$ cat src/rtl/rgb_seq_pkg.sv
// Shared types and helpers for the RGB colour sequencer: colour layout, FSM states,
// reset palette contents and the per-channel fade step.
package rgb_seq_pkg;

  localparam int PWM_BITS = 8;

  typedef struct packed {
    logic [7:0] r;
    logic [7:0] g;
    logic [7:0] b;
  } color_t;

  typedef enum logic [1:0] {
    IDLE = 2'd0,
    HOLD = 2'd1,
    FADE = 2'd2
  } state_t;

  function automatic color_t default_palette(input int k);
    color_t c;
    case (2'(k % 4))
      2'd0:    c = 24'hFF0000;
      2'd1:    c = 24'h00FF00;
      2'd2:    c = 24'h0000FF;
      default: c = 24'hFFFFFF;
    endcase
    return c;
  endfunction

  // One saturating step toward the target; never wraps past 0 or 255.
  function automatic logic [7:0] step_toward(input logic [7:0] cur, input logic [7:0] tgt);
    logic [7:0] res;
    if (cur < tgt) begin
      res = cur + 8'd1;
    end else if (cur > tgt) begin
      res = cur - 8'd1;
    end else begin
      res = cur;
    end
    return res;
  endfunction

endpackage

$ cat src/rtl/rgb_pwm_gen.sv
// PWM timebase for the RGB driver: prescaler, 8-bit period counter, period-end strobe
// and three registered duty comparators. Everything is held cleared while run is low.
module rgb_pwm_gen
  import rgb_seq_pkg::*;
#(
  parameter int PRESCALE = 94
) (
  input  logic        clk,
  input  logic        rst_n,
  input  logic        run,
  input  logic [23:0] duty,
  output logic [2:0]  pwm_out,
  output logic        period_end,
  output logic        frame_tick
);

  localparam int PW = (PRESCALE > 1) ? $clog2(PRESCALE) : 1;

  logic [PW-1:0]       presc_r;
  logic [PWM_BITS-1:0] cnt_r;
  logic                tick_s;

  // Prescaler terminal count and end-of-period strobe.
  always_comb begin
    tick_s     = run && (presc_r == PW'(PRESCALE - 1));
    period_end = tick_s && (cnt_r == 8'hFF);
  end

  // Timebase counters and registered comparator outputs.
  always_ff @(posedge clk or negedge rst_n) begin
    if (!rst_n) begin
      presc_r    <= {PW{1'b0}};
      cnt_r      <= 8'd0;
      pwm_out    <= 3'b000;
      frame_tick <= 1'b0;
    end else if (!run) begin
      presc_r    <= {PW{1'b0}};
      cnt_r      <= 8'd0;
      pwm_out    <= 3'b000;
      frame_tick <= 1'b0;
    end else begin
      presc_r    <= tick_s ? {PW{1'b0}} : presc_r + PW'(1);
      if (tick_s) begin
        cnt_r <= cnt_r + 8'd1;
      end
      frame_tick <= period_end;
      pwm_out    <= {duty[7:0] > cnt_r, duty[15:8] > cnt_r, duty[23:16] > cnt_r};
    end
  end

endmodule

$ cat src/rtl/rgb_color_sequencer.sv
// Palette-driven colour sequencer for SB_RGBA_DRV: holds each palette colour for a
// programmable number of PWM periods, then fades linearly to the next entry.
module rgb_color_sequencer
  import rgb_seq_pkg::*;
#(
  parameter int PRESCALE   = 94,
  parameter int NUM_COLORS = 4,
  parameter int IDX_W      = $clog2(NUM_COLORS)
) (
  input  logic             clk,
  input  logic             rst_n,
  input  logic             enable,
  input  logic [15:0]      hold_len,
  input  logic             cfg_valid,
  output logic             cfg_ready,
  input  logic [IDX_W-1:0] cfg_addr,
  input  logic [23:0]      cfg_color,
  output logic [2:0]       pwm_out,
  output logic             led_en,
  output logic [IDX_W-1:0] cur_index,
  output logic             fading,
  output logic             frame_tick
);

  // Storage is rounded up to a power of two; entries at or above NUM_COLORS are
  // writable but never selected, so such writes have no visible effect.
  localparam int DEPTH = 2 ** IDX_W;

  color_t           palette_r [DEPTH];
  state_t           state_r;
  color_t           duty_r;
  color_t           target_r;
  logic [15:0]      hold_cnt_r;

  logic             run_s;
  logic             wr_en_s;
  logic             period_end_s;
  logic [15:0]      hold_load_s;
  logic [IDX_W-1:0] nxt_idx_s;
  color_t           nxt_color_s;
  color_t           cur_color_s;
  color_t           step_s;

  // Next-entry lookup; reads forward a palette write landing on the same edge.
  always_comb begin
    run_s       = enable && (state_r != IDLE);
    wr_en_s     = cfg_valid && cfg_ready;
    hold_load_s = (hold_len == 16'd0) ? 16'd1 : hold_len;
    if (cur_index == IDX_W'(NUM_COLORS - 1)) begin
      nxt_idx_s = {IDX_W{1'b0}};
    end else begin
      nxt_idx_s = cur_index + IDX_W'(1);
    end
    if (wr_en_s && (cfg_addr == nxt_idx_s)) begin
      nxt_color_s = cfg_color;
    end else begin
      nxt_color_s = palette_r[nxt_idx_s];
    end
    if (wr_en_s && (cfg_addr == cur_index)) begin
      cur_color_s = cfg_color;
    end else begin
      cur_color_s = palette_r[cur_index];
    end
    step_s.r = step_toward(duty_r.r, target_r.r);
    step_s.g = step_toward(duty_r.g, target_r.g);
    step_s.b = step_toward(duty_r.b, target_r.b);
  end

  // Sequencer FSM, palette storage and registered status outputs.
  always_ff @(posedge clk or negedge rst_n) begin
    if (!rst_n) begin
      for (int k = 0; k < DEPTH; k++) begin
        palette_r[k] <= default_palette(k);
      end
      state_r    <= IDLE;
      duty_r     <= 24'h000000;
      target_r   <= 24'h000000;
      hold_cnt_r <= 16'd0;
      cur_index  <= {IDX_W{1'b0}};
      led_en     <= 1'b0;
      fading     <= 1'b0;
      cfg_ready  <= 1'b1;
    end else begin
      if (wr_en_s) begin
        palette_r[cfg_addr] <= cfg_color;
      end
      if (!enable) begin
        state_r    <= IDLE;
        duty_r     <= 24'h000000;
        target_r   <= 24'h000000;
        hold_cnt_r <= 16'd0;
        cur_index  <= {IDX_W{1'b0}};
        led_en     <= 1'b0;
        fading     <= 1'b0;
        cfg_ready  <= 1'b1;
      end else begin
        case (state_r)
          IDLE: begin
            state_r    <= HOLD;
            duty_r     <= cur_color_s;
            hold_cnt_r <= hold_load_s;
            led_en     <= 1'b1;
            fading     <= 1'b0;
            cfg_ready  <= 1'b1;
          end
          HOLD: begin
            if (period_end_s) begin
              duty_r <= cur_color_s;
              if (hold_cnt_r <= 16'd1) begin
                state_r   <= FADE;
                target_r  <= nxt_color_s;
                fading    <= 1'b1;
                cfg_ready <= 1'b0;
              end else begin
                hold_cnt_r <= hold_cnt_r - 16'd1;
              end
            end
          end
          FADE: begin
            if (period_end_s) begin
              duty_r <= step_s;
              if (step_s == target_r) begin
                state_r    <= HOLD;
                cur_index  <= nxt_idx_s;
                hold_cnt_r <= hold_load_s;
                fading     <= 1'b0;
                cfg_ready  <= 1'b1;
              end
            end
          end
          default: begin
            state_r   <= IDLE;
            led_en    <= 1'b0;
            fading    <= 1'b0;
            cfg_ready <= 1'b1;
          end
        endcase
      end
    end
  end

  rgb_pwm_gen #(
    .PRESCALE (PRESCALE)
  ) u_pwm (
    .clk        (clk),
    .rst_n      (rst_n),
    .run        (run_s),
    .duty       (duty_r),
    .pwm_out    (pwm_out),
    .period_end (period_end_s),
    .frame_tick (frame_tick)
  );

endmodule

$ cat config.mk
export PLATFORM = sky130hd
export DESIGN_NAME = rgb_color_sequencer
export DESIGN_NICKNAME = d
export VERILOG_FILES = /design/src/rtl/rgb_seq_pkg.sv /design/src/rtl/rgb_pwm_gen.sv /design/src/rtl/rgb_color_sequencer.sv
export SDC_FILE = /design/constraint.sdc
export NUM_CORES = 1
export LEC_CHECK = 0
export ABC_AREA = 0
export CORE_MARGIN = 2
export CORE_UTILIZATION = 59
export DETAILED_ROUTE_END_ITERATION = 8
export GPL_ROUTABILITY_DRIVEN = 0
export HOLD_SLACK_MARGIN = 0.02
export PLACE_DENSITY_LB_ADDON = 0.1
export SLEW_MARGIN = 20
export SYNTH_ARGS = -nofsm -noshare
export SYNTH_HDL_FRONTEND = slang
export SYNTH_SLANG_ARGS = --single-unit
export TNS_END_PERCENT = 10
$ cat constraint.sdc
create_clock -name clk -period 10.6 [get_ports clk]
set_input_delay 2.65 -clock clk [delete_from_list [all_inputs] [get_ports clk]]
set_output_delay 2.65 -clock clk [all_outputs]
set_load 0.02 [all_outputs]
==> impl_metrics.toml, run 1 <==
[drt]
drtAntennaViolNets = 0
wire_per_inst_um = 20.9
dr.pass1.iters = 6
first_iter_violations = 894
drt_wl_total_um = 33200
remaining_drc_errors = 0
vias_per_cell = 6.51
vias = 10319

[yosys]
synth_area_sq_um = 13200
synth-seq-cells = 186
ys.flop_type = "dfrtp_1"
synth.largest_area_cell = "dfrtp_1"
avgSynthCellArea_sq_um = 10.3
synth_edf_count = 0
yosys.area.top_type_share_pct = 26.0
synthCells = 1282
yosys-top-cells-count = "dfrtp_1, mux2_2, nor2_1"
synth_nets = 1392
synth_area_leaders = "dfrtp_1, dfstp_2, mux2_2, mux4_2, ha_1"
synth.most_common_cell = "dfrtp_1"
synth_async_sr_flop_share_pct = 100
ys_seq_area_share_pct = 35.8
yosysWarnings = 0
ys_types = 92

[pwr]
leakagePower_uw = 0.00607
power.density_nw_per_um2 = 275
ir_worst_vdd_v = 0.000124

[sta]
slew-limit-headroom_pct = 34.0
post-route-min-period_ps = 6040
fmax_mhz = 166
worstMarginPinSlew_ps = 990
slew_violations = 0
skew_ps = 18.7
rsz0062_at_grt = "false"
setup_viol = 0
setup_tns_ps = 0
min_period_over_period_pct = 57.0
hold_viol = 0

[die]
die_w_um = 154
core-area_sq_um = 21900
die_y_um = 154
start_util_pct = 60.3
fp-row-count = 54
dieArea_sq_um = 23600
ios = 55

[run_status]
outcome = "finished clean"

[setup_path]
r2r_cells = 10
cpMaxStageDelayCell = "nor4_2"
r2r-start = "duty_r[7]$_DFFE_PN0P_"
timing.rr.end = "hold_cnt_r[4]$_DFFE_PN0P_"
arrival_ps = 6370
crit_required_ps = 10930
path_delay_family = "simple AND/OR/NAND/NOR gates"
rrSetupSlack_ps = 6010
path_max_fanout = 44
path_cells = "clkdlybuf4s50_1, buf_4, nand2b_1, nor4_2, o22ai_2, buf_4, nand2_1, o211ai_2, a221o_1"
slowest_delay_ps = 660
crit_start = "enable"
cp_num_buf_inv = 3
cpMostUsedCell = "buf_4"
critPathCaptureType = "flop"
crit_cells = 9
crit_path_end = "hold_cnt_r[4]$_DFFE_PN0P_"
worst-setup-path-type = "input port to flop"
cp-start-kind = "input port"

[clocking]
ctsResizeCount = 0
cts.sinks = 186
cts_root_buf = "clkbuf_16"
cts_tree = "built"
clkTransAtPathRegs_ps = 80
numCtsBuffers = 17
cts_max_level = 4
clk_latency_ps = 450
clk_path_buf_depth = 2
post_cts_buffers = 0
cts_hold_buf = 0

[final_layout]
n_antenna_cell = 0
final_area_sq_um = 14500
regArea_sq_um = 4720
drive_above_1_share_pct = 23.0
fill_cells = 1731
fin_nets = 1403
multi_input_area_sq_um = 7900
area_delta_synth_final_pct = 9.79

[job]
maxCapViolations = 0

[global_route]
grt_pass1_vias = 10141
grt_pass1_wl_um = 54000
grtUsageTotal_pct = 28.8
grt_overflow = 0
antenna_found_initial = 0
grt_start_max_net_pins = 113

[placement]
dpl_cell_area_sq_um = 13800
portBuffers = 54
dp_hpwl_um = 23100

[min_path]
hp-class = "flop to flop"
hp-start = "u_pwm.presc_r[0]$_DFF_PN0_"
layer usage:
metal	global-route usage [%]	vias to the layer above	part of all wire [%]
li1	-	4807	-
met1	41.1	5131	45
met2	45.5	327	46
met3	4.82	54	6.1
met4	8.52	0	2.4
met5	0	-	0
cell usage in the layout (no fill, tap or decap), types with 27 or more instances in the layout:
master | synthesis | final
mux2_2 | 108 | 108
ha_1 | 64 | 64
nor2_1 | 99 | 98
a21oi_1 | 48 | 48
mux4_2 | 48 | 48
clkdlybuf4s50_1 | 0 | 53
o21ai_0 | 66 | 66
nor3_1 | 42 | 40
dfrtp_1 | 137 | 136
inv_1 | 57 | 57
mux2i_1 | 55 | 55
xnor2_1 | 27 | 27
dfstp_2 | 49 | 49
nand2_1 | 69 | 69
power by group:
part	switching (uW)	internal [uW]	leakage, uW	total [uW]
clock	346	328	0.000307	675
combinational	1290	912	0.00347	2200
sequential	237	880	0.00229	1120
total	1870	2120	0.00607	3990
how the worst min path moves through the flow:
stage	to	cells past startpoint
floorplan	u_pwm.presc_r[0]$_DFF_PN0_	1
global placement	palette_r[45]$_DFFE_PN0P_	1
detailed placement	palette_r[37]$_DFFE_PN0P_	1
CTS	u_pwm.presc_r[0]$_DFF_PN0_	1
global route	palette_r[37]$_DFFE_PN0P_	1
finish	u_pwm.presc_r[0]$_DFF_PN0_	1
metrics by stage:
step	hold slack (ps)	utilization (%)	setup slack, ps	cells	power (uW)
CTS	525	66.2	4580	1586	3960
global placement	499	63.2	4190	1554	3230
global route	534	66.2	4310	1586	4260
floorplan	481	-	5830	1282	2770
finish	520	66.2	4560	1586	3990
detailed placement	509	63.2	4100	1554	3270
cells by family (layout without fill, tap and decap cells):
logic type	after synthesis	after routing	share of synthesized area (%)
simple gates	377	377	15.1
compound gates	258	258	13.6
mux	211	211	21.6
flops	186	186	35.8
buf+inv	135	159	4.51
fa+ha+maj	64	64	6.07
xor+xnor	51	51	3.39
final cells by class:
cell class | instances | share of cell area (%)
multi-input combinational | 961 | 54.5
sequential | 186 | 32.6
timing repair buffer | 70 | 4.59
clock buffer | 17 | 2.94
tap | 280 | 2.42
inverter | 57 | 1.48
clock inverter | 15 | 1.47
flip-flops by register name, indices dropped and copies added, names as in the netlist:
| register | cells |
|---|---|
| cfg_ready | 1 |
| cur_index | 2 |
| duty_r | 24 |
| fading | 1 |
| hold_cnt_r | 16 |
| led_en | 1 |
| palette_r | 96 |
| state_r | 2 |
| target_r | 24 |
| u_pwm.cnt_r | 8 |
| u_pwm.frame_tick | 1 |
| u_pwm.presc_r | 7 |
| u_pwm.pwm_out | 3 |
Note: power is estimated with default switching activity, not from simulation.
==> inputs of run 2 (changes only) <==
--- a/config.mk
+++ b/config.mk
@@ -7,7 +7,7 @@
 export LEC_CHECK = 0
 export ABC_AREA = 0
 export CORE_MARGIN = 2
-export CORE_UTILIZATION = 59
+export CORE_UTILIZATION = 56
 export DETAILED_ROUTE_END_ITERATION = 8
 export GPL_ROUTABILITY_DRIVEN = 0
 export HOLD_SLACK_MARGIN = 0.02
==> constraint.sdc (replaced) <==
create_clock -name clk -period 5.4 [get_ports clk]
set_input_delay 1.35 -clock clk [delete_from_list [all_inputs] [get_ports clk]]
set_output_delay 1.35 -clock clk [all_outputs]
set_load 0.02 [all_outputs]
==> run 2 against run 1 <==
Critical path depth grew 1; global-route usage fell by 0.25 points; core utilization decreased by 3.7 points; flip-flop and latch count unchanged; highest routed layer unchanged; count of clock-buffer cells in the layout rose by 1; wire length rose by 2.5%; combinational power grew 99%; register-to-register slack worse by 5300 ps; non-clock buffer count up 2; first-iteration DRC count decreased by 7.6%; cell area grew 0.31%.
==> impl_metrics.toml, run 2 (synthesized netlist as in run 1, its figures left out) <==
[run_status]
outcome = "finished clean"

[clocking]
cts_root_buf = "clkbuf_16"
clkTransAtPathRegs_ps = 90
post_cts_buffers = 0
cts_max_level = 4
cts_hold_buf = 0
cts.sinks = 186
numCtsBuffers = 17
ctsResizeCount = 0
cts_tree = "built"
clk_latency_ps = 460
clk_path_buf_depth = 2

[final_layout]
regArea_sq_um = 4720
final_cell_mix = "dfrtp_1, mux2_2, nor2_1"
top_regs = "palette_r (96), duty_r (24), target_r (24)"
drive_above_1_share_pct = 23.2
area_delta_synth_final_pct = 10.1
n_antenna_cell = 0
layout_commonest_cell = "dfrtp_1"
fill_cells = 1995
multi_input_area_sq_um = 7900
top_register = "palette_r"
largest_register_ffs = 96
fin_nets = 1405

[min_path]
min_path_cells = 1
hold_end = "u_pwm.presc_r[0]$_DFF_PN0_"
hp-class = "flop to flop"
hp-start = "u_pwm.presc_r[0]$_DFF_PN0_"

[sta]
hold_viol = 0
fmax_mhz = 212
slew_violations = 0
min_period_over_period_pct = 87.2
rsz0062_at_grt = "false"
worstMarginPinSlew_ps = 845
post-route-min-period_ps = 4710
setup_tns_ps = 0
slew-limit-headroom_pct = 43.4
skew_ps = 26.3
setup_viol = 0
fin_hold_ws_ps = 519

[setup_path]
crit_required_ps = 5730
path_max_fanout = 11
timing.rr.end = "hold_cnt_r[7]$_DFFE_PN0P_"
critPathCaptureType = "flop"
r2r_cells = 10
arrival_ps = 5040
rrSetupSlack_ps = 690
cp-start-kind = "flop"
r2r-start = "duty_r[7]$_DFFE_PN0P_"
worst-setup-path-type = "flop to flop"

[global_route]
grtUsageTotal_pct = 28.5
grt_overflow = 0
grt_start_max_net_pins = 109
grt_pass1_wl_um = 55200
antenna_found_initial = 0
grt_pass1_vias = 10106

[die]
dieArea_sq_um = 24800
die_w_um = 157
ios = 55
die_y_um = 157
start_util_pct = 56.7
fp-row-count = 56
core-area_sq_um = 23300

[drt]
vias = 10351
dr_wl_met3_um = 1860
drt_wl_total_um = 34000
wire_per_inst_um = 20.9
dr.pass1.iters = 6
highest_layer = "met4"
remaining_drc_errors = 0
wl_met2_um = 15800
vias_per_cell = 6.36
drt-met1-wl_um = 15600
first_iter_violations = 826
drtAntennaViolNets = 0

[placement]
portBuffers = 54
dp_hpwl_um = 23900

[job]
maxCapViolations = 0

[pwr]
ir_worst_vdd_v = 0.000296
power.density_nw_per_um2 = 543
fin_total_pwr_uw = 7880
leakagePower_uw = 0.00607
[run 2: where the power goes]
part	switching [uW]	internal, uW
Clock	676	642
Combinational	2570	1800
Sequential	461	1730
[run 2: critical path, stage by stage, from the launching register on]
cell	delay, ps
dfrtp_1	520
ha_1	410
and3_1	230
a221o_2	480
nor2_1	690
a21oi_1	210
nor4_1	400
o2111ai_1	290
nor4_4	530
o211ai_2	360
a221o_1	450
[run 2: how the worst max path moves through the flow]
| stage | endpoint | slack, ps | startpoint |
|---|---|---|---|
| 5_1_grt | hold_cnt_r[4]$_DFFE_PN0P_ | 670 | duty_r[7]$_DFFE_PN0P_ |
| 6_report | hold_cnt_r[7]$_DFFE_PN0P_ | 690 | duty_r[7]$_DFFE_PN0P_ |
| 3_5_place_dp | hold_cnt_r[15]$_DFFE_PN0P_ | 930 | duty_r[7]$_DFFE_PN0P_ |
| 3_3_place_gp | hold_cnt_r[13]$_DFFE_PN0P_ | 940 | duty_r[7]$_DFFE_PN0P_ |
| 4_1_cts | hold_cnt_r[7]$_DFFE_PN0P_ | 900 | duty_r[7]$_DFFE_PN0P_ |
| 2_1_floorplan | hold_cnt_r[3]$_DFFE_PN0P_ | 1920 | duty_r[8]$_DFFE_PN0P_ |
[run 2: metrics by stage]
stage	instance area (sq um)	utilization [%]	cells	setup slack, ps
finish	14500	62.4	1627	692
global route	14500	62.4	1627	667
CTS	14500	62.4	1627	903
detailed placement	13900	59.8	1595	925
global placement	13900	59.8	1595	937
floorplan	13200	-	1282	1920
[run 2: layer usage]
metal,GRT usage (%),vias to the layer above
li1,-,4817
met1,40.9,5129
met2,44.7,343
met3,3.74,62
met4,9.74,0
met5,0,-
[run 2: cell type report]
type,instances,area share (%)
clock buffers,18,3.02
multi-input cells,961,54.4
inverters,57,1.47
clock inverters,14,1.14
repair buffers,72,4.76
well taps,319,2.75
flip-flops and latches,186,32.5
==> variant (flow settings as in run 1) <==
`PRESCALE` is set to 94 in 2 places; all go to 47.
--- a/src/rtl/rgb_pwm_gen.sv
+++ b/src/rtl/rgb_pwm_gen.sv
@@ -3,7 +3,7 @@
 module rgb_pwm_gen
   import rgb_seq_pkg::*;
 #(
-  parameter int PRESCALE = 94
+  parameter int PRESCALE = 47
 ) (
   input  logic        clk,
   input  logic        rst_n,
--- a/src/rtl/rgb_color_sequencer.sv
+++ b/src/rtl/rgb_color_sequencer.sv
@@ -3,7 +3,7 @@
 module rgb_color_sequencer
   import rgb_seq_pkg::*;
 #(
-  parameter int PRESCALE   = 94,
+  parameter int PRESCALE   = 47,
   parameter int NUM_COLORS = 4,
   parameter int IDX_W      = $clog2(NUM_COLORS)
 ) (
Check against the original RTL: same outputs for any inputs over 4 cycles, from zero or initial values and one cycle with rst_n low; that may be too few to reach the edited logic, so the function may still have changed.
==> variant against run 1 <==
Synthesized cell count decreased by 1.2%; critical path depth is 1 higher; highest routed layer unchanged; sequential power hardly changed; wire length is 4.2% higher; final area decreased by 1.9%; total power down 11%; largest cell class unchanged; sequential cell count shrank 1; area after synthesis fell by 2.3%; setup slack better by 0.50 ns; final cell count decreased by 1.0%; clock power shrank 3.4%; combinational power down 20%; via count grew 2.8%.
==> variant: results (changes against run 1) <==
timing:
  worst-slew-pin-transition_ns: 1.08  # +0.0889 ns
  fmax_ghz: 0.181  # +9.1%
placement:
  dp_slack_ns: 4.65  # +0.548 ns
  postPlaceCellArea_um2: 13600  # -1.7%
  dpl.hpwl_mm: 23.8  # +3.2%
worst_setup_path:
  cpPeakStageDelay_ns: 0.56  # -0.10 ns
  r2r-start: "duty_r[5]"
  cp_slowest_cell: "nand2_1"
  cp_max_fo: 59  # +34%
  critPathArrivalTime_ns: 5.87  # -0.50 ns
  endpoint: "hold_cnt_r[13]"
synthesis:
  synth.top_cells.by_area: "dfrtp_1 (26%), mux2_2 (11%), dfstp_2 (10%)"
  synth_area_um2: 12900  # -2.3%
  syn-num-nets: 1377  # -1.1%
  ys_seq_area_share_pct: 36.4  # +0.65 points
  syn-instance-count: 1267  # -1.2%
layout:
  nFillCells: 1741  # +0.58%
  n_clock_buffer: 18  # +1
  sequential_cell_total: 185  # -0.54%
  regArea_um2: 4690  # -0.53%
  final-clk-cell-share_pct: 4.25  # -0.16 points
  final_cell_count_no_fill: 1570  # -1.0%
detailed_routing:
  drt_iter0_markers: 1150  # +29%
  via_per_inst: 6.75  # +3.8%
  drt-total-wl_mm: 34.6  # +4.2%
  route.met2.wl_mm: 15.5  # +0.96%
pwr:
  ir_worst_vdd_v: 0.000146  # +18%
  p_leak_nw: 5.75  # -5.2%
  power_switching_mw: 1.62  # -14%
grt:
  grt_pass1_vias: 10100  # -0.059%
outcome:
  status: "finished clean"
variant: cell types whose count changed after synthesis, moves of 9 or more:
cell | run 1 | this run
a221o_1 | 9 | 0
o21ai_0 | 66 | 79
a21oi_1 | 48 | 73
and2_1 | 26 | 3
mux2i_1 | 55 | 30
nor2_1 | 99 | 67
mux2_2 | 108 | 127
o31ai_1 | 4 | 13
o41ai_1 | 3 | 17
a221oi_1 | 12 | 3
clkbuf_1 | 55 | 68
nand3_1 | 22 | 51
variant: per-layer routing:
layer / track usage, % / vias to the layer above
met5: 0 / -
met4: 8.56 / 0
met3: 5.33 / 75
met2: 46.9 / 472
met1: 47.2 / 5241
li1: - / 4816
variant: kinds of logic after synthesis:
| family | after synthesis | share of synthesized area [%] |
|---|---|---|
| muxes | 205 | 21.8 |
| adders and majority gates | 64 | 6.21 |
| and+or+nand+nor | 327 | 12.9 |
| DFF | 185 | 36.4 |
| xor gates and xnor gates | 45 | 3.06 |
| buffers and inverters | 132 | 4.02 |
| AOI/OAI and AO/OA | 309 | 15.6 |
